## src/rtl/arb_req_pkg.sv

```systemverilog
// Shared types and helpers for the request/grant front end of an external fixed-priority arbiter.
package arb_req_pkg;

  typedef enum logic {
    ST_ARB  = 1'b0,
    ST_LOCK = 1'b1
  } arb_state_t;

  // Ceiling log2, usable in constant expressions.
  function automatic int clog2_f(input int value);
    int r;
    r = 0;
    for (int i = 0; i < 31; i++) begin
      if ((1 << i) < value) r = i + 1;
    end
    return r;
  endfunction

  // One extra pointer bit separates full from empty when indices match.
  function automatic int ptr_w_f(input int depth);
    return clog2_f(depth) + 1;
  endfunction

  localparam int DEF_FIFO_DEPTH = 4;
  localparam int DEF_PTR_W      = ptr_w_f(DEF_FIFO_DEPTH);

endpackage

```

## src/rtl/arb_req_mux_if.sv

```systemverilog
// Input streams, arbiter request/grant lines and the muxed output stream of arb_req_mux.
interface arb_req_mux_if #(
  parameter int NUM_REQ = 4,
  parameter int DATA_W  = 64
);
  logic [NUM_REQ-1:0]        in_valid;
  logic [NUM_REQ-1:0]        in_ready;
  logic [NUM_REQ*DATA_W-1:0] in_data;
  logic [NUM_REQ-1:0]        request;
  logic                      arb_enable;
  logic [NUM_REQ-1:0]        single_mask;
  logic [NUM_REQ-1:0]        grant;
  logic                      out_valid;
  logic                      out_ready;
  logic [DATA_W-1:0]         out_data;
  logic [NUM_REQ-1:0]        out_src;

  // slave = arb_req_mux side, master = sources, sink and arbiter around it
  modport slave (
    input  in_valid, in_data, grant, out_ready,
    output in_ready, request, arb_enable, single_mask, out_valid, out_data, out_src
  );

  modport master (
    output in_valid, in_data, grant, out_ready,
    input  in_ready, request, arb_enable, single_mask, out_valid, out_data, out_src
  );
endinterface

```

## src/rtl/arb_req_fifo.sv

```systemverilog
// Per-channel synchronous FIFO with a show-ahead head so a grant can pop and load in one cycle.
module arb_req_fifo
  import arb_req_pkg::*;
#(
  parameter int DATA_W     = 64,
  parameter int FIFO_DEPTH = 4
) (
  input  logic              clk,
  input  logic              rst,
  input  logic              push,
  input  logic [DATA_W-1:0] push_data,
  input  logic              pop,
  output logic [DATA_W-1:0] head,
  output logic              full,
  output logic              empty
);
  localparam int PTR_W = ptr_w_f(FIFO_DEPTH);
  localparam int IDX_W = PTR_W - 1;

  logic [PTR_W-1:0]  wr_ptr_q, wr_ptr_d;
  logic [PTR_W-1:0]  rd_ptr_q, rd_ptr_d;
  logic [DATA_W-1:0] mem_q [FIFO_DEPTH];
  logic              push_ok, pop_ok;

  assign full  = (wr_ptr_q[PTR_W-1] != rd_ptr_q[PTR_W-1]) &&
                 (wr_ptr_q[IDX_W-1:0] == rd_ptr_q[IDX_W-1:0]);
  assign empty = (wr_ptr_q == rd_ptr_q);

  // Full is judged on registered pointers, so a same-cycle pop never admits a push.
  assign push_ok = push & ~full;
  assign pop_ok  = pop & ~empty;

  always_comb begin
    wr_ptr_d = wr_ptr_q + {{(PTR_W-1){1'b0}}, push_ok};
    rd_ptr_d = rd_ptr_q + {{(PTR_W-1){1'b0}}, pop_ok};
  end

  always_ff @(posedge clk) begin
    if (rst) begin
      wr_ptr_q <= '0;
      rd_ptr_q <= '0;
    end else begin
      wr_ptr_q <= wr_ptr_d;
      rd_ptr_q <= rd_ptr_d;
    end
  end

  always_ff @(posedge clk) begin
    if (push_ok) mem_q[wr_ptr_q[IDX_W-1:0]] <= push_data;
  end

  assign head = mem_q[rd_ptr_q[IDX_W-1:0]];

endmodule

```

## src/rtl/arb_req_mux.sv

```systemverilog
// Buffers NUM_REQ streams, requests an external fixed-priority arbiter, and muxes granted beats
// into one tagged output stream; a burst-lock FSM can pin the arbiter to one channel.
module arb_req_mux
  import arb_req_pkg::*;
#(
  parameter int NUM_REQ    = 4,
  parameter int DATA_W     = 64,
  parameter int FIFO_DEPTH = 4,
  parameter int BURST_LEN  = 4
) (
  input  logic          clk,
  input  logic          rst,
  input  logic          cfg_lock_en,
  output logic          err_grant,
  arb_req_mux_if.slave  bus
);
  localparam int CNT_W = clog2_f(BURST_LEN) + 1;

  logic [NUM_REQ-1:0] fifo_full, fifo_empty, fifo_nonempty, fifo_push, fifo_pop;
  logic [DATA_W-1:0]  fifo_head [NUM_REQ];

  genvar gi;
  generate
    for (gi = 0; gi < NUM_REQ; gi++) begin : g_fifo
      assign fifo_push[gi] = bus.in_valid[gi] & ~fifo_full[gi];

      arb_req_fifo #(
        .DATA_W     (DATA_W),
        .FIFO_DEPTH (FIFO_DEPTH)
      ) u_fifo (
        .clk       (clk),
        .rst       (rst),
        .push      (fifo_push[gi]),
        .push_data (bus.in_data[gi*DATA_W +: DATA_W]),
        .pop       (fifo_pop[gi]),
        .head      (fifo_head[gi]),
        .full      (fifo_full[gi]),
        .empty     (fifo_empty[gi])
      );
    end
  endgenerate

  assign bus.in_ready  = ~fifo_full;
  assign fifo_nonempty = ~fifo_empty;

  logic               out_valid_q, out_valid_d;
  logic [DATA_W-1:0]  out_data_q, out_data_d;
  logic [NUM_REQ-1:0] out_src_q, out_src_d;
  logic               err_grant_q, err_grant_d;
  logic               slot_free, grant_onehot0, grant_legal, take;
  logic [DATA_W-1:0]  sel_data;

  assign slot_free   = ~out_valid_q | bus.out_ready;
  assign bus.request = fifo_nonempty & {NUM_REQ{slot_free}};

  // A grant is legal only if it is one-hot (or zero) and covers a raised request bit.
  assign grant_onehot0 = ((bus.grant & (bus.grant - {{(NUM_REQ-1){1'b0}}, 1'b1})) == '0);
  assign grant_legal   = grant_onehot0 && ((bus.grant & ~bus.request) == '0);
  assign take          = slot_free & grant_legal & (|bus.grant);
  assign fifo_pop      = take ? bus.grant : '0;

  always_comb begin
    sel_data = '0;
    for (int i = 0; i < NUM_REQ; i++) begin
      if (bus.grant[i]) sel_data = sel_data | fifo_head[i];
    end
  end

  always_comb begin
    out_valid_d = out_valid_q;
    out_data_d  = out_data_q;
    out_src_d   = out_src_q;
    if (take) begin
      out_valid_d = 1'b1;
      out_data_d  = sel_data;
      out_src_d   = bus.grant;
    end else if (slot_free) begin
      out_valid_d = 1'b0;
    end
    err_grant_d = err_grant_q | ((|bus.grant) & ~grant_legal);
  end

  always_ff @(posedge clk) begin
    if (rst) begin
      out_valid_q <= 1'b0;
      out_data_q  <= '0;
      out_src_q   <= '0;
      err_grant_q <= 1'b0;
    end else begin
      out_valid_q <= out_valid_d;
      out_data_q  <= out_data_d;
      out_src_q   <= out_src_d;
      err_grant_q <= err_grant_d;
    end
  end

  assign bus.out_valid = out_valid_q;
  assign bus.out_data  = out_data_q;
  assign bus.out_src   = out_src_q;
  assign err_grant     = err_grant_q;

  arb_state_t         state_q;
  logic [NUM_REQ-1:0] lock_ch_q;
  logic [CNT_W-1:0]   burst_cnt_q;
  logic               arb_enable_q;
  logic [NUM_REQ-1:0] single_mask_q;

  // Stalls (no slot_free) leave the lock and its count untouched.
  always_ff @(posedge clk) begin
    if (rst) begin
      state_q       <= ST_ARB;
      lock_ch_q     <= '0;
      burst_cnt_q   <= '0;
      arb_enable_q  <= 1'b1;
      single_mask_q <= '0;
    end else begin
      case (state_q)
        ST_ARB: begin
          if (take && cfg_lock_en && (BURST_LEN > 1)) begin
            state_q       <= ST_LOCK;
            lock_ch_q     <= bus.grant;
            burst_cnt_q   <= CNT_W'(1);
            arb_enable_q  <= 1'b0;
            single_mask_q <= bus.grant;
          end
        end
        ST_LOCK: begin
          if (!cfg_lock_en ||
              (take && (burst_cnt_q == CNT_W'(BURST_LEN - 1))) ||
              (slot_free && ((fifo_nonempty & lock_ch_q) == '0))) begin
            state_q       <= ST_ARB;
            lock_ch_q     <= '0;
            burst_cnt_q   <= '0;
            arb_enable_q  <= 1'b1;
            single_mask_q <= '0;
          end else if (take) begin
            burst_cnt_q <= burst_cnt_q + CNT_W'(1);
          end
        end
        default: begin
          state_q       <= ST_ARB;
          arb_enable_q  <= 1'b1;
          single_mask_q <= '0;
        end
      endcase
    end
  end

  assign bus.arb_enable  = arb_enable_q;
  assign bus.single_mask = single_mask_q;

endmodule
```

## src/flat_wrapper.sv

```systemverilog
// flat-port wrapper written by rule: the top's interface ports become plain ports
module arb_req_mux_flat import arb_req_pkg::*;
#(
  parameter int NUM_REQ    = 4,
  parameter int DATA_W     = 64,
  parameter int FIFO_DEPTH = 4,
  parameter int BURST_LEN  = 4
)
  (clk, rst, cfg_lock_en, err_grant, bus_in_valid, bus_in_data, bus_grant, bus_out_ready, bus_in_ready, bus_request, bus_arb_enable, bus_single_mask, bus_out_valid, bus_out_data, bus_out_src);
  arb_req_mux_if #(.NUM_REQ(NUM_REQ), .DATA_W(DATA_W)) bus_i ();
  input  logic clk;
  input  logic rst;
  input  logic cfg_lock_en;
  output logic err_grant;
  input wire logic [$bits(bus_i.in_valid)-1:0] bus_in_valid;
  input wire logic [$bits(bus_i.in_data)-1:0] bus_in_data;
  input wire logic [$bits(bus_i.grant)-1:0] bus_grant;
  input wire logic [$bits(bus_i.out_ready)-1:0] bus_out_ready;
  output wire logic [$bits(bus_i.in_ready)-1:0] bus_in_ready;
  output wire logic [$bits(bus_i.request)-1:0] bus_request;
  output wire logic [$bits(bus_i.arb_enable)-1:0] bus_arb_enable;
  output wire logic [$bits(bus_i.single_mask)-1:0] bus_single_mask;
  output wire logic [$bits(bus_i.out_valid)-1:0] bus_out_valid;
  output wire logic [$bits(bus_i.out_data)-1:0] bus_out_data;
  output wire logic [$bits(bus_i.out_src)-1:0] bus_out_src;
  assign bus_i.in_valid = bus_in_valid;
  assign bus_i.in_data = bus_in_data;
  assign bus_i.grant = bus_grant;
  assign bus_i.out_ready = bus_out_ready;
  assign bus_in_ready = bus_i.in_ready;
  assign bus_request = bus_i.request;
  assign bus_arb_enable = bus_i.arb_enable;
  assign bus_single_mask = bus_i.single_mask;
  assign bus_out_valid = bus_i.out_valid;
  assign bus_out_data = bus_i.out_data;
  assign bus_out_src = bus_i.out_src;
  arb_req_mux #(.NUM_REQ(NUM_REQ), .DATA_W(DATA_W), .FIFO_DEPTH(FIFO_DEPTH), .BURST_LEN(BURST_LEN)) u_core (.clk(clk), .rst(rst), .cfg_lock_en(cfg_lock_en), .err_grant(err_grant), .bus(bus_i));
endmodule
```

## config.mk

```make
export PLATFORM = sky130hd
export DESIGN_NAME = arb_req_mux_flat
export DESIGN_NICKNAME = d
export VERILOG_FILES = /design/src/rtl/arb_req_pkg.sv /design/src/rtl/arb_req_mux_if.sv /design/src/rtl/arb_req_fifo.sv /design/src/rtl/arb_req_mux.sv /design/src/flat_wrapper.sv
export SDC_FILE = /design/constraint.sdc
export NUM_CORES = 1
export LEC_CHECK = 0
export CORE_ASPECT_RATIO = 1.25
export CORE_MARGIN = 5
export CORE_UTILIZATION = 50
export CTS_CLUSTER_SIZE = 14
export DETAILED_ROUTE_END_ITERATION = 7
export PLACE_DENSITY = 0.8
export SKIP_CTS_REPAIR_TIMING = 1
export SYNTH_ARGS = -nofsm -noshare
export SYNTH_HDL_FRONTEND = slang
export SYNTH_SLANG_ARGS = --single-unit
```

## constraint.sdc

```tcl
create_clock -name clk -period 8.1 [get_ports clk]
set_input_delay 0.81 -clock clk [delete_from_list [all_inputs] [get_ports clk]]
set_output_delay 0.81 -clock clk [all_outputs]
set_load 0.005 [all_outputs]
```

Word-level counts from Yosys, hierarchy flattened
Memories as Yosys holds them, arrays and structs flattened. A register that Yosys moved wholly into a read port is not among the register bits.
Index checks and enable logic that the tools add are counted.
{"block": "word_totals", "output_inout_bits": 83, "latch_bits": 0, "regBits": 103, "ramBits": 1024, "in_bits": 268, "wordCells": 134, "memories": 4, "rom_bits": 0}
{"block": "classes", "reduce_logical": 18, "eq_ne": 16, "muxes": 32, "shift": 0, "n_div": 0, "magnitude_cmp": 0, "addsub": 10, "n_bitwise": 38, "multipliers": 0}
{"name": "u_core.g_fifo[0].u_fifo.mem_q", "words": 4, "width": 64, "rd": 1, "rd_clocked_by_memory_dff": 1, "write_ports": 1, "line_no": "arb_req_fifo.sv:22", "rtl": "logic [DATA_W-1:0] mem_q [FIFO_DEPTH];"}
{"name": "u_core.g_fifo[1].u_fifo.mem_q", "words": 4, "width": 64, "rd": 1, "rd_clocked_by_memory_dff": 1, "write_ports": 1, "line_no": "arb_req_fifo.sv:22"}
{"name": "u_core.g_fifo[2].u_fifo.mem_q", "words": 4, "width": 64, "rd": 1, "rd_clocked_by_memory_dff": 1, "write_ports": 1, "line_no": "arb_req_fifo.sv:22"}
{"name": "u_core.g_fifo[3].u_fifo.mem_q", "words": 4, "width": 64, "rd": 1, "rd_clocked_by_memory_dff": 1, "write_ports": 1, "line_no": "arb_req_fifo.sv:22"}
{"cell": "two-way mux 64 bit", "count": 4}
{"cell": "OR 64 bit", "count": 3}
{"cell": "adder 3 x 1 -> 3 bit", "count": 8}
{"cell": "AND 4 bit", "count": 4}
{"cell": "AND 1 bit", "count": 15}
{"cell": "two-way mux 1 bit", "count": 14}
{"cell": "== test 3 bit", "count": 4}
{"cell": "zero test 4 bit", "count": 3}
{"cell": "two-way mux 4 bit", "count": 3}
{"cell": "NOT 4 bit", "count": 3}
{"cell": "NOT 1 bit", "count": 11}
{"cell": "two-way mux 3 bit", "count": 3}
{"cell": "== test 2 bit", "count": 4}
{"cell": "logical AND 1 bit", "count": 8}
{"cell": "two-way mux 2 bit", "count": 4}
{"cell": "case mux 4 bit (2 select lines)", "count": 1}
{"cell": "case mux 3 bit (2 select lines)", "count": 1}
{"cell": "!= test 1 bit", "count": 4}
{"cell": "case mux 1 bit (2 select lines)", "count": 2}
{"cell": "AND reduction 2 bit", "count": 2}
{"cell": "OR reduction 4 bit", "count": 1}
{"cell": "subtractor 4 x 1 -> 4 bit, second input constant", "count": 1}
{"cell": "adder 3 x 1 -> 3 bit, second input constant", "count": 1}
{"cell": "== test 3 x 2 -> 1 bit, second input constant", "count": 1}
{"cell": "7 further kinds", "count": 9}

Logic depth before layout (Yosys ltp)
Gate-level depths: netlist (run 1).
{"block": "logic_depth", "depth_word": 14, "depth_mapped": 13, "mapped_depth_nobuf": 11}

Cells and area by module
A second synthesis (run 1) with hierarchy kept.
{"block": "unflattened", "cells_unflattened": 1982, "area_unflattened_um2": 42635.9}
{"module": "arb_req_fifo", "area_per_inst_um2": 9590.4, "cells_per_inst": 371, "instances": 4, "seq_area_each_um2": 7807.5}
{"module": "arb_req_mux", "area_per_inst_um2": 4274.1, "cells_per_inst": 498, "instances": 1, "seq_area_each_um2": 1581.5}

Least setup slack after synthesis (run 1)
OpenSTA, ideal clock, no wires.
{"block": "synth_timing", "path_kind": "input to register", "from": "input bus_in_valid[0]", "to": "memory u_core.g_fifo[0].u_fifo.mem_q[2][0], enable pin", "setup_slack_ns": 1.951, "n_path_buf": 0, "stages": 2, "t_arrival_ns": 5.571, "path_cell_list": "nand2_1 > nor3b_1"}
{"block": "synth_between", "elab_chain_len": 4}
{"item": "start: declaration", "line_no": "flat_wrapper.sv:15", "rtl": "input wire logic [$bits(bus_i.in_valid)-1:0] bus_in_valid;"}
{"item": "AND 1 bit", "line_no": "arb_req_mux.sv:25", "rtl": "assign fifo_push[gi] = bus.in_valid[gi] & ~fifo_full[gi];"}
{"item": "AND 1 bit", "line_no": "arb_req_fifo.sv:30", "rtl": "assign push_ok = push & ~full;"}
{"item": "two-way mux 1 bit", "line_no": "arb_req_fifo.sv:49", "rtl": "if (push_ok) mem_q[wr_ptr_q[IDX_W-1:0]] <= push_data;"}
{"item": "two-way mux 1 bit (implied by the code)", "line_no": "arb_req_fifo.sv:49"}
{"item": "end: declaration", "line_no": "arb_req_fifo.sv:22"}
No other way between the ends.

Worst setup path after layout (run 1)
{"block": "layout_timing", "from": "register u_core.g_fifo[3].u_fifo.rd_ptr_q[1]", "to": "output bus_request[3]"}
{"block": "layout_between", "elab_chain_len": 3}
{"item": "start: declaration", "line_no": "arb_req_fifo.sv:21", "rtl": "logic [PTR_W-1:0] rd_ptr_q, rd_ptr_d;"}
{"item": "start signal: assignment", "line_no": "arb_req_fifo.sv:44", "rtl": "rd_ptr_q <= rd_ptr_d;"}
{"item": "== test 3 bit", "line_no": "arb_req_fifo.sv:27", "rtl": "assign empty = (wr_ptr_q == rd_ptr_q);"}
{"item": "NOT 4 bit", "line_no": "arb_req_mux.sv:44", "rtl": "assign fifo_nonempty = ~fifo_empty;"}
{"item": "AND 4 bit", "line_no": "arb_req_mux.sv:54", "rtl": "assign bus.request = fifo_nonempty & {NUM_REQ{slot_free}};"}
{"item": "end: declaration", "line_no": "flat_wrapper.sv:20", "rtl": "output wire logic [$bits(bus_i.request)-1:0] bus_request;"}
No other way between the ends.

==> results by group, run 1 <==
Floorplanning
  • Die Width: around 270 um
  • Die height: around 330 um
  • Die area: 0.0903 mm^2
  • FP Rows: around 120
  • I/O pin count: about 350
  • Core area: about 0.084 mm^2
  • Initial Utilization: 0.502

Global routing
  • Vias in the first global route: about 22000
  • Total GRT Usage: 0.224
  • First-pass GRT wire length: between 100000 and 150000 um
  • Gr ovfl total: 0
  • Antenna violations before repair: 36
  • Largest net degree at the start of global routing: slightly above 70

STA
  • Max-slew violations: 0
  • Post-route worst setup slack: approximately 4.2 ns
  • Minimum clock period: around 3.9 ns
  • Final Hold Viols: 0
  • Final worst path period share: 0.479
  • Setup TNS: 0 ns
  • Hold slack: roughly 0.46 ns
  • Worst-Margin Slew: roughly 1.3 ns
  • Relative slew slack: 0.164
  • RSZ-0062 raised after global routing: no
  • Worst Skew: about 0.027 ns
  • # setup viols final: 0
  • Max Clk Rate: 258 MHz

Logic synthesis
  • Syn Inst Count: between 1500 and 2000
  • Area leader, netlist: edfxtp_1
  • EDFF count, synth: between 1000 and 1500
  • Unique masters post-synth: 42
  • Most common cell in the netlist: edfxtp_1
  • Share of the synthesized area in the top cell type: 0.729
  • Yosys synthesis warning count: 0
  • #FFs+latches synth: around 1100
  • Synth async-reset ratio: 0
  • Synth Cell Area: ~0.042 mm^2
  • Top post-synthesis cells by count: edfxtp_1, mux4_2, dfxtp_1, nor2_1, a22o_1
  • Ranking of synthesized cells by area: edfxtp_1, mux4_2, dfxtp_1
  • Syn avg cell area: between 20 and 25 um^2
  • Post-synthesis sequential area ratio: 0.778
  • Syn Nets: roughly 2200
  • Top FF cell, synth: edfxtp_1

Clock network
  • Cts bufs inserted: 101
  • CTS sink count: 1127
  • CTS max path bufs: 3
  • CTS tree: yes
  • CTS HTree Levels: 3
  • Clk_lat worst skew: around 0.67 ns
  • Root buffer cell: clkbuf_16
  • Worst-path clk slew: 0.06 ns

Critical path
  • Worst setup EP type: primary output
  • R2R Setup Slk: around 4.4 ns
  • Startpoint types: flip-flop
  • Worst Setup SP: u_core.g_fifo[3].u_fifo.rd_ptr_q[1]$_SDFF_PP0_
  • Worst path required time: approximately 7.3 ns
  • Worst reg2reg startpoint: u_core.g_fifo[3].u_fifo.rd_ptr_q[1]$_SDFF_PP0_
  • Arrival time worst endpoint: a little over 3 ns
  • Critical path endpoint: bus_request[3]
  • FF-to-FF End: u_core.g_fifo[2].u_fifo.rd_ptr_q[2]$_SDFF_PP0_
  • CP max FO: 66
  • FF-to-FF path depth: 12
  • Kind of critical path: flip-flop to primary output

Route
  • Drt drc: 0
  • Via/cell ratio: between 6 and 7
  • 1st-iter DRT viols: roughly 2300
  • Routed wire length: 103000 um
  • WL/cell: roughly 29 um
  • Via count: roughly 21000
  • 1st-pass router iterations: 5
  • Post-route ant nets: 0

Power
  • Static leakage: between 0.015 and 0.02 uW
  • Total power: roughly 12000 uW
  • VDD IR-drop max: 156 uV
  • Pwr per Cell Area: roughly 250 mW/mm^2

Final layout
  • Area growth, synth to finish: 18.9%
  • Core Util, Final: 0.597
  • Layout cells sized above 1: 0.200
  • Final net count: 2585

Place
  • DP Worst Slack: approximately 4.2 ns
  • Placer Congestion: ~0.81
  • Post-DP HPWL: 63900 um
  • Port Buffers: 350

Job
  • Max-Cap Viols: 0

Outcome
  • Status: complete, no violations

Worst hold path
  • Worst Hold Launch: u_core.bus.out_src[3]$_SDFFE_PP0N_
  • Min-Delay Path Class: flip-flop to flip-flop
## layout by cell type, fill, tap and decap left out, drive strengths merged, types with 19 or more instances in the layout
master         netlist  layout
a211oi              67      67
a221oi              65      65
a22o                70      70
buf                 47      38
clkbuf              68     148
clkdlybuf4s50        0     345
clkinv               0      29
dfxtp              103     103
diode                0      27
edfxtp            1024    1024
inv                 17      22
mux4               256     256
nand2               21      21
nor2                88      88
nor2b               19      19
## registers in the layout, indices dropped and copies added (netlist names)
register,flops
u_core.bus.single_mask,4
u_core.err_grant,1
u_core.bus.out_valid,1
u_core.g_fifo.u_fifo.wr_ptr_q,12
u_core.g_fifo.u_fifo.mem_q,1024
u_core.bus.arb_enable,1
u_core.state_q,1
u_core.bus.out_src,4
u_core.g_fifo.u_fifo.rd_ptr_q,12
u_core.bus.out_data,64
u_core.burst_cnt_q,3
## how the worst min path moves through the flow
stage / endpoint / slack, ns / depth (start not counted)
after floorplan: u_core.burst_cnt_q[2]$_SDFFE_PP0P_ / 0.45 / 1
after global placement: u_core.bus.out_src[3]$_SDFFE_PP0N_ / 0.45 / 2
after detailed placement: u_core.bus.out_src[3]$_SDFFE_PP0N_ / 0.45 / 2
after CTS: u_core.bus.out_src[3]$_SDFFE_PP0N_ / 0.46 / 2
after global routing: u_core.bus.out_src[3]$_SDFFE_PP0N_ / 0.49 / 2
final: u_core.bus.out_src[3]$_SDFFE_PP0N_ / 0.46 / 2
## per-layer routing
layer  GRT usage  wire (um)  up-vias
li1            -          -     8908
met1       0.284      37800    11200
met2       0.378      52100     1034
met3      0.0469       8500      185
met4       0.100       4130       20
met5           0        135        -
## cell families after synthesis
logic type / synth area share
buffers and inverters: 0.0142
and+or+nand+nor: 0.0171
muxes: 0.137
DFF: 0.778
xor gates and xnor gates: 0.00415
AOI/OAI and AO/OA: 0.0441
adders and majority gates: 0.00558
## worst max-delay path, stage by stage (launching register included)
cell and delay (ns):
dfxtp_4 1.14, xor2_1 0.20, nor3_1 0.39, nor2_1 0.08, clkdlybuf4s50_1 0.58
## where the power goes
group | total [uW] | switching (uW) | internal (uW)
combinational | 938 | 498 | 440
clock | 4640 | 2010 | 2620
sequential | 6760 | 113 | 6650
total | 12300 | 2620 | 9710
## stage by stage
stage | area, um^2 | cells
2_1_floorplan | 42200 | 1928
3_3_place_gp | 46900 | 3285
3_5_place_dp | 46900 | 3285
4_1_cts | 50100 | 3473
5_1_grt | 50100 | 3492
6_report | 50100 | 3500
## cell type report
class,instances,area (um^2)
inverter,17,63.8
timing repair buffer,383,3740
clock buffer,148,2840
antenna,27,67.6
multi-input combinational,669,8850
sequential,1127,32800
tap,1089,1360
clock inverter,40,368
fill,5748,33900
Power figures use the tool's default switching activity.
==> run 2: changes to the inputs <==
clock period = 4.05 ns   (was 8.1 ns; I/O delays follow)
==> run 2 against run 1 <==
Clock power grew 110%. First-iteration DRC count is 5.7% lower. Worst setup slack got worse by 3.2 ns. Wire length is 3.3% higher. Flip-flop and latch count did not move. Critical path type is now flip-flop to flip-flop. Largest power group unchanged.
==> results by group, run 2 (synthesized netlist as in run 1, its figures left out) <==
Outcome
  • Status: complete, no violations

Route
  • Drt drc: 0 (unchanged)
  • Via count: 21500 (+0.98%)
  • 1st-pass router iterations: 5 (unchanged)
  • Post-route ant nets: 0 (unchanged)
  • WL/cell: 30.2 um (+3.1%)
  • Routed wire length: 106000 um (+3.3%)
  • Via/cell ratio: 6.14 (+0.78%)
  • 1st-iter DRT viols: 2210 (-5.7%)

Global routing
  • Vias in the first global route: 22900 (+3.0%)
  • Antenna violations before repair: 40 (+11%)
  • Largest net degree at the start of global routing: 67 (-5.6%)
  • Gr ovfl total: 0 (unchanged)
  • Total GRT Usage: 0.233 (+0.00907)
  • First-pass GRT wire length: 154000 um (+3.7%)

STA
  • Minimum clock period: 3.02 ns
  • RSZ-0062 raised after global routing: no
  • Max-slew violations: 0 (unchanged)
  • Worst-Margin Slew: 1.25 ns (-0.00169 ns)
  • Max Clk Rate: 331 MHz
  • Post-route worst setup slack: 1.03 ns (-3.20 ns)
  • Setup TNS: 0 ns (unchanged)
  • Hold slack: 0.152 ns (-0.309 ns)
  • Relative slew slack: 0.165 (+0.00113)
  • Worst Skew: 0.0280 ns (+0.00127 ns)
  • Final worst path period share: 0.747
  • # setup viols final: 0 (unchanged)
  • Final Hold Viols: 0 (unchanged)

Floorplanning
  • Core area: 0.0840 mm^2 (unchanged)
  • Initial Utilization: 0.502 (unchanged)
  • FP Rows: 119 (unchanged)
  • Die height: 335 um (unchanged)
  • Die area: 0.0903 mm^2 (unchanged)
  • Die Width: 270 um (unchanged)
  • I/O pin count: 351 (unchanged)

Power
  • Clock group share of total power: 0.382 (+0.006)
  • NetSw: 5290 uW (+100%)
  • VDD IR-drop max: 371 uV (+140%)
  • P_int: 19700 uW (+100%)
  • Static leakage: 0.0159 uW (+0.98%)
  • Register share of total power: 0.541 (-0.007)
  • Pwr per Cell Area: 494 mW/mm^2 (+100%)
  • Combinational Power Share: 0.078 (+0.002)
  • Switching share of power: 0.212 (-0.000737)

Critical path
  • Arrival time worst endpoint: 3.57 ns (+0.50 ns)
  • CP max FO: 53 (-20%)
  • Worst path cell trace: xor2_1 > nor3_1 > a221oi_1 > o21ai_2 > nor2_4 > buf_4 > nor2_1 > a211oi_1
  • Critical Path Max Stage Delay: 0.58 ns (-0.56 ns)
  • Kind of critical path: flip-flop to flip-flop
  • Worst path required time: 4.60 ns (-2.69 ns)
  • Crit-path slowest cell: buf_4
  • Buffers & Inverters on Critical Path: 1 (unchanged)
  • Startpoint types: flip-flop
  • Worst setup EP type: flip-flop
  • Worst path top cell family by delay: compound AO/OA/AOI/OAI gates

Clock network
  • CTS HTree Levels: 3 (unchanged)
  • CTS max path bufs: 3 (unchanged)
  • CTS sink count: 1127 (unchanged)
  • CTS tree: yes
  • Clk_lat worst skew: 0.66 ns (about the same)
  • Worst-path clk slew: 0.06 ns (about the same)
  • Cts bufs inserted: 103 (+2.0%)
  • Root buffer cell: clkbuf_16

Final layout
  • Commonest non-fill, non-tap cells in the layout: edfxtp_1, clkdlybuf4s50_1, mux4_2
  • Max FFs per register: 1024 (unchanged)
  • Area growth, synth to finish: 19.9%
  • Most common cell after layout, fill and taps aside: edfxtp_1
  • Layout cells sized above 1: 0.206 (+0.00677)
  • Final net count: 2594 (+0.35%)
  • Final Cell Area: 0.0506 mm^2 (+0.85%)

Place
  • DP Worst Slack: 0.957 ns (-3.24 ns)
  • Post-DP HPWL: 64400 um (+0.87%)
  • Port Buffers: 350 (unchanged)
  • DP Area: 0.0471 mm^2 (+0.62%)
  • Placer Congestion: 0.801 (-0.82%)

Worst hold path
  • Min-Delay Path Class: primary input to flip-flop

Job
  • Max-Cap Viols: 0 (unchanged)
run 2: changes by cell type in the layout (fill, tap and decap cells not counted), sizes merged:
cell / before / now
bufinv: 6 / 7
clkinvlp: 0 / 3
inv: 22 / 21
clkinv: 29 / 33
buf: 38 / 45
clkbuf: 148 / 143
diode: 27 / 25
run 2: final timing paths:
| path | from | to | slack, ns | cells past startpoint |
|---|---|---|---|---|
| setup / recovery | u_core.g_fifo[2].u_fifo.wr_ptr_q[0]$_SDFF_PP0_ | u_core.bus.out_data[41]$_SDFFE_PP0N_ | 1.03 | 8 |
| hold / removal | rst | u_core.g_fifo[1].u_fifo.rd_ptr_q[2]$_SDFF_PP0_ | 0.15 | 2 |
| hold reg to reg | u_core.bus.out_src[1]$_SDFFE_PP0N_ | u_core.bus.out_src[1]$_SDFFE_PP0N_ | 0.48 | 2 |
| setup reg to reg | u_core.g_fifo[2].u_fifo.wr_ptr_q[0]$_SDFF_PP0_ | u_core.bus.out_data[41]$_SDFFE_PP0N_ | 1.03 | 8 |
run 2: worst reg2reg max path: stages, from the launching register on:
cell and delay [ns]:
dfxtp_1 0.53, xor2_1 0.31, nor3_1 0.15, a221oi_1 0.41, o21ai_2 0.19, nor2_4 0.30, buf_4 0.58, nor2_1 0.16
a211oi_1 0.28
run 2: per-layer routing:
metal / vias to the layer above / GRT usage / routed length, um
met1: 11300 / 0.289 / 38800
met2: 1062 / 0.404 / 54700
met5: - / 0 / 177
met4: 26 / 0.0767 / 2920
li1: 8936 / - / -
met3: 180 / 0.0633 / 9460
run 2: per-stage QoR:
stage	util	total power [uW]	std cells
final	0.602	25000	3507
after floorplan	-	14700	1928
after CTS	0.601	25100	3482
after global placement	0.561	15600	3292
after global routing	0.602	25700	3497
after detailed placement	0.561	15700	3292
run 2: area by class of cell:
type                    instances  area [um^2]
diodes                         25         62.6
flip-flops and latches       1127        32800
inverters                      17         63.8
repair buffers                390         3980
fillers                      5808        33400
clock buffers                 143         2910
well taps                    1089         1360
multi-input cells             669         8900
clock inverters                47          434
run 2: power by group through the flow:
| stage | combinational [uW] | clock, uW | sequential (uW) |
|---|---|---|---|
| after global placement | 1880 | 0 | 13700 |
| final | 1940 | 9530 | 13500 |
| after CTS | 1960 | 9660 | 13500 |
| after global routing | 2060 | 10200 | 13500 |
| after detailed placement | 1950 | 0 | 13700 |
| after floorplan | 984 | 0 | 13700 |
==> run 3: changes to the inputs <==
PLACE_DENSITY = 0.83   (was 0.8)
clock period = 2.5 ns   (was 4.05 ns; I/O delays follow)
==> run 3 against run 2 <==
Global-route usage shrank 0.14 points. Critical path type is now flip-flop to primary output. Non-clock buffer count rose by 26. Sequential share of layout area down 0.79 points. Combinational power increased by 71%. Sequential power increased by 61%. Wire length rose by 0.35%. Die area is the same. Clock skew down 0.013 ns.
==> results by group, run 3 (synthesized netlist as in run 1, its figures left out) <==
Place
  • Port Buffers: 350 (unchanged)
  • Post-DP HPWL: 66400 um (+3.0%)
  • DP Area: 0.0477 mm^2 (+1.2%)
  • Placer Congestion: 0.794 (-0.84%)

Final layout
  • Layout cells sized above 1: 0.226 (+0.0198)
  • Commonest non-fill, non-tap cells in the layout: edfxtp_1, clkdlybuf4s50_1, mux4_2
  • Final net count: 2620 (+1.0%)
  • Area growth, synth to finish: 21.5%
  • Max FFs per register: 1024 (unchanged)
  • Most common cell after layout, fill and taps aside: edfxtp_1
  • Core Util, Final: 0.610 (+0.00796)
  • Fillers: 5575 (-4.0%)
  • Final Cell Area: 0.0512 mm^2 (+1.3%)

Clock network
  • CTS sink count: 1127 (unchanged)
  • Clk_lat worst skew: 0.65 ns (about the same)
  • CTS HTree Levels: 3 (unchanged)
  • CTS tree: yes
  • Root buffer cell: clkbuf_16
  • CTS max path bufs: 3 (unchanged)
  • Cts bufs inserted: 103 (unchanged)
  • Worst-path clk slew: 0.06 ns (about the same)

Worst hold path
  • WHS Path Cells: 3 (+1)
  • Min-Delay Path Class: primary input to flip-flop

Global routing
  • First-pass GRT wire length: 154000 um (-0.22%)
  • Gr ovfl total: 0 (unchanged)
  • Total GRT Usage: 0.232 (-0.00145)
  • Largest net degree at the start of global routing: 66 (-1.5%)
  • Antenna violations before repair: 44 (+10%)
  • Vias in the first global route: 23000 (+0.62%)

Route
  • Routed wire length: 106000 um (+0.35%)
  • Drt drc: 0 (unchanged)
  • WL/cell: 30.0 um (-0.62%)
  • Post-route ant nets: 0 (unchanged)
  • Via count: 21800 (+1.0%)
  • Met1 WL: 38400 um (-0.87%)
  • Routed wl met3: 9180 um (-3.0%)
  • 1st-pass router iterations: 5 (unchanged)
  • Met2 wire len: 54100 um (-1.1%)
  • DR top layer: met5
  • Via/cell ratio: 6.15 (about the same)
  • 1st-iter DRT viols: 2183 (-1.2%)

Floorplanning
  • FP Rows: 119 (unchanged)
  • I/O pin count: 351 (unchanged)
  • Die area: 0.0903 mm^2 (unchanged)
  • Die height: 335 um (unchanged)
  • Core area: 0.0840 mm^2 (unchanged)
  • Die Width: 270 um (unchanged)
  • Initial Utilization: 0.502 (unchanged)

Critical path
  • Arrival time worst endpoint: 2.20 ns (-1.37 ns)
  • Startpoint types: flip-flop
  • CP max FO: 3 (-94%)
  • Worst setup EP type: primary output
  • Worst path required time: 2.25 ns (-2.35 ns)
  • Kind of critical path: flip-flop to primary output
  • FF-to-FF path depth: 8 (unchanged)

Power
  • Static leakage: 0.0161 uW (+1.5%)
  • Pwr per Cell Area: 793 mW/mm^2 (+61%)
  • VDD IR-drop max: 651 uV (+75%)

STA
  • Worst-Margin Slew: 0.683 ns (-0.569 ns)
  • Max Clk Rate: just over 400 MHz
  • Setup TNS: 0 ns (unchanged)
  • Hold slack: 0.108 ns (-0.0436 ns)
  • Final worst path period share: 0.978
  • Relative slew slack: 0.545 (+0.380)
  • Worst Skew: 0.0151 ns (-0.0129 ns)
  • Minimum clock period: around 2.4 ns
  • # setup viols final: 0 (unchanged)
  • Max-slew violations: 0 (unchanged)
  • Final Hold Viols: 0 (unchanged)

Job
  • Max-Cap Viols: 0 (unchanged)

Outcome
  • Status: complete, no violations
-- run 3: area by class of cell --
type | count | area (um^2) | area share
timing repair buffer | 416 | 4490 | 0.0877
sequential | 1127 | 32900 | 0.642
inverter | 17 | 63.8 | 0.00125
clock inverter | 44 | 419 | 0.00818
antenna | 30 | 75.1 | 0.00147
clock buffer | 149 | 2950 | 0.0575
multi-input combinational | 669 | 8990 | 0.175
tap | 1089 | 1360 | 0.0266
-- run 3: worst max-delay path, stage by stage, from the launching register on --
cell and delay (ns):
dfxtp_1 0.36, xor2_1 0.28, nor3_2 0.11, nor2_2 0.23
clkdlybuf4s50_1 0.57
-- run 3: report_power, final --
group,leakage [uW],internal (uW),switching (uW),total (uW)
combinational,0.00423,1580,1740,3310
sequential,0.0103,21500,312,21800
clock,0.00166,8910,6550,15500
-- run 3: routing by layer --
layer,GRT usage,vias up
met5,0,-
met2,0.391,1133
li1,-,8970
met4,0.104,26
met1,0.289,11400
met3,0.0562,250
-- run 3: path summary, 6_finish.rpt --
path | from | endpoint | slack, ns
min reg2reg | u_core.bus.out_src[1]$_SDFFE_PP0N_ | u_core.bus.out_src[1]$_SDFFE_PP0N_ | 0.47
max reg2reg | u_core.g_fifo[1].u_fifo.wr_ptr_q[1]$_SDFF_PP0_ | u_core.bus.single_mask[0]$_SDFFE_PP0P_ | 0.09
max | u_core.g_fifo[0].u_fifo.wr_ptr_q[2]$_SDFF_PP0_ | bus_request[0] | 0.05
min | bus_grant[1] | u_core.bus.out_src[1]$_SDFFE_PP0N_ | 0.11
-- run 3: per-stage QoR --
stage,instances,setup slack (ns),power (uW)
6_report,3541,0.0543,40600
3_5_place_dp,3317,-0.329,25500
5_1_grt,3533,-0.0138,42000
3_3_place_gp,3317,-0.109,25300
4_1_cts,3510,-0.0674,40900
2_1_floorplan,1928,-0.444,23800
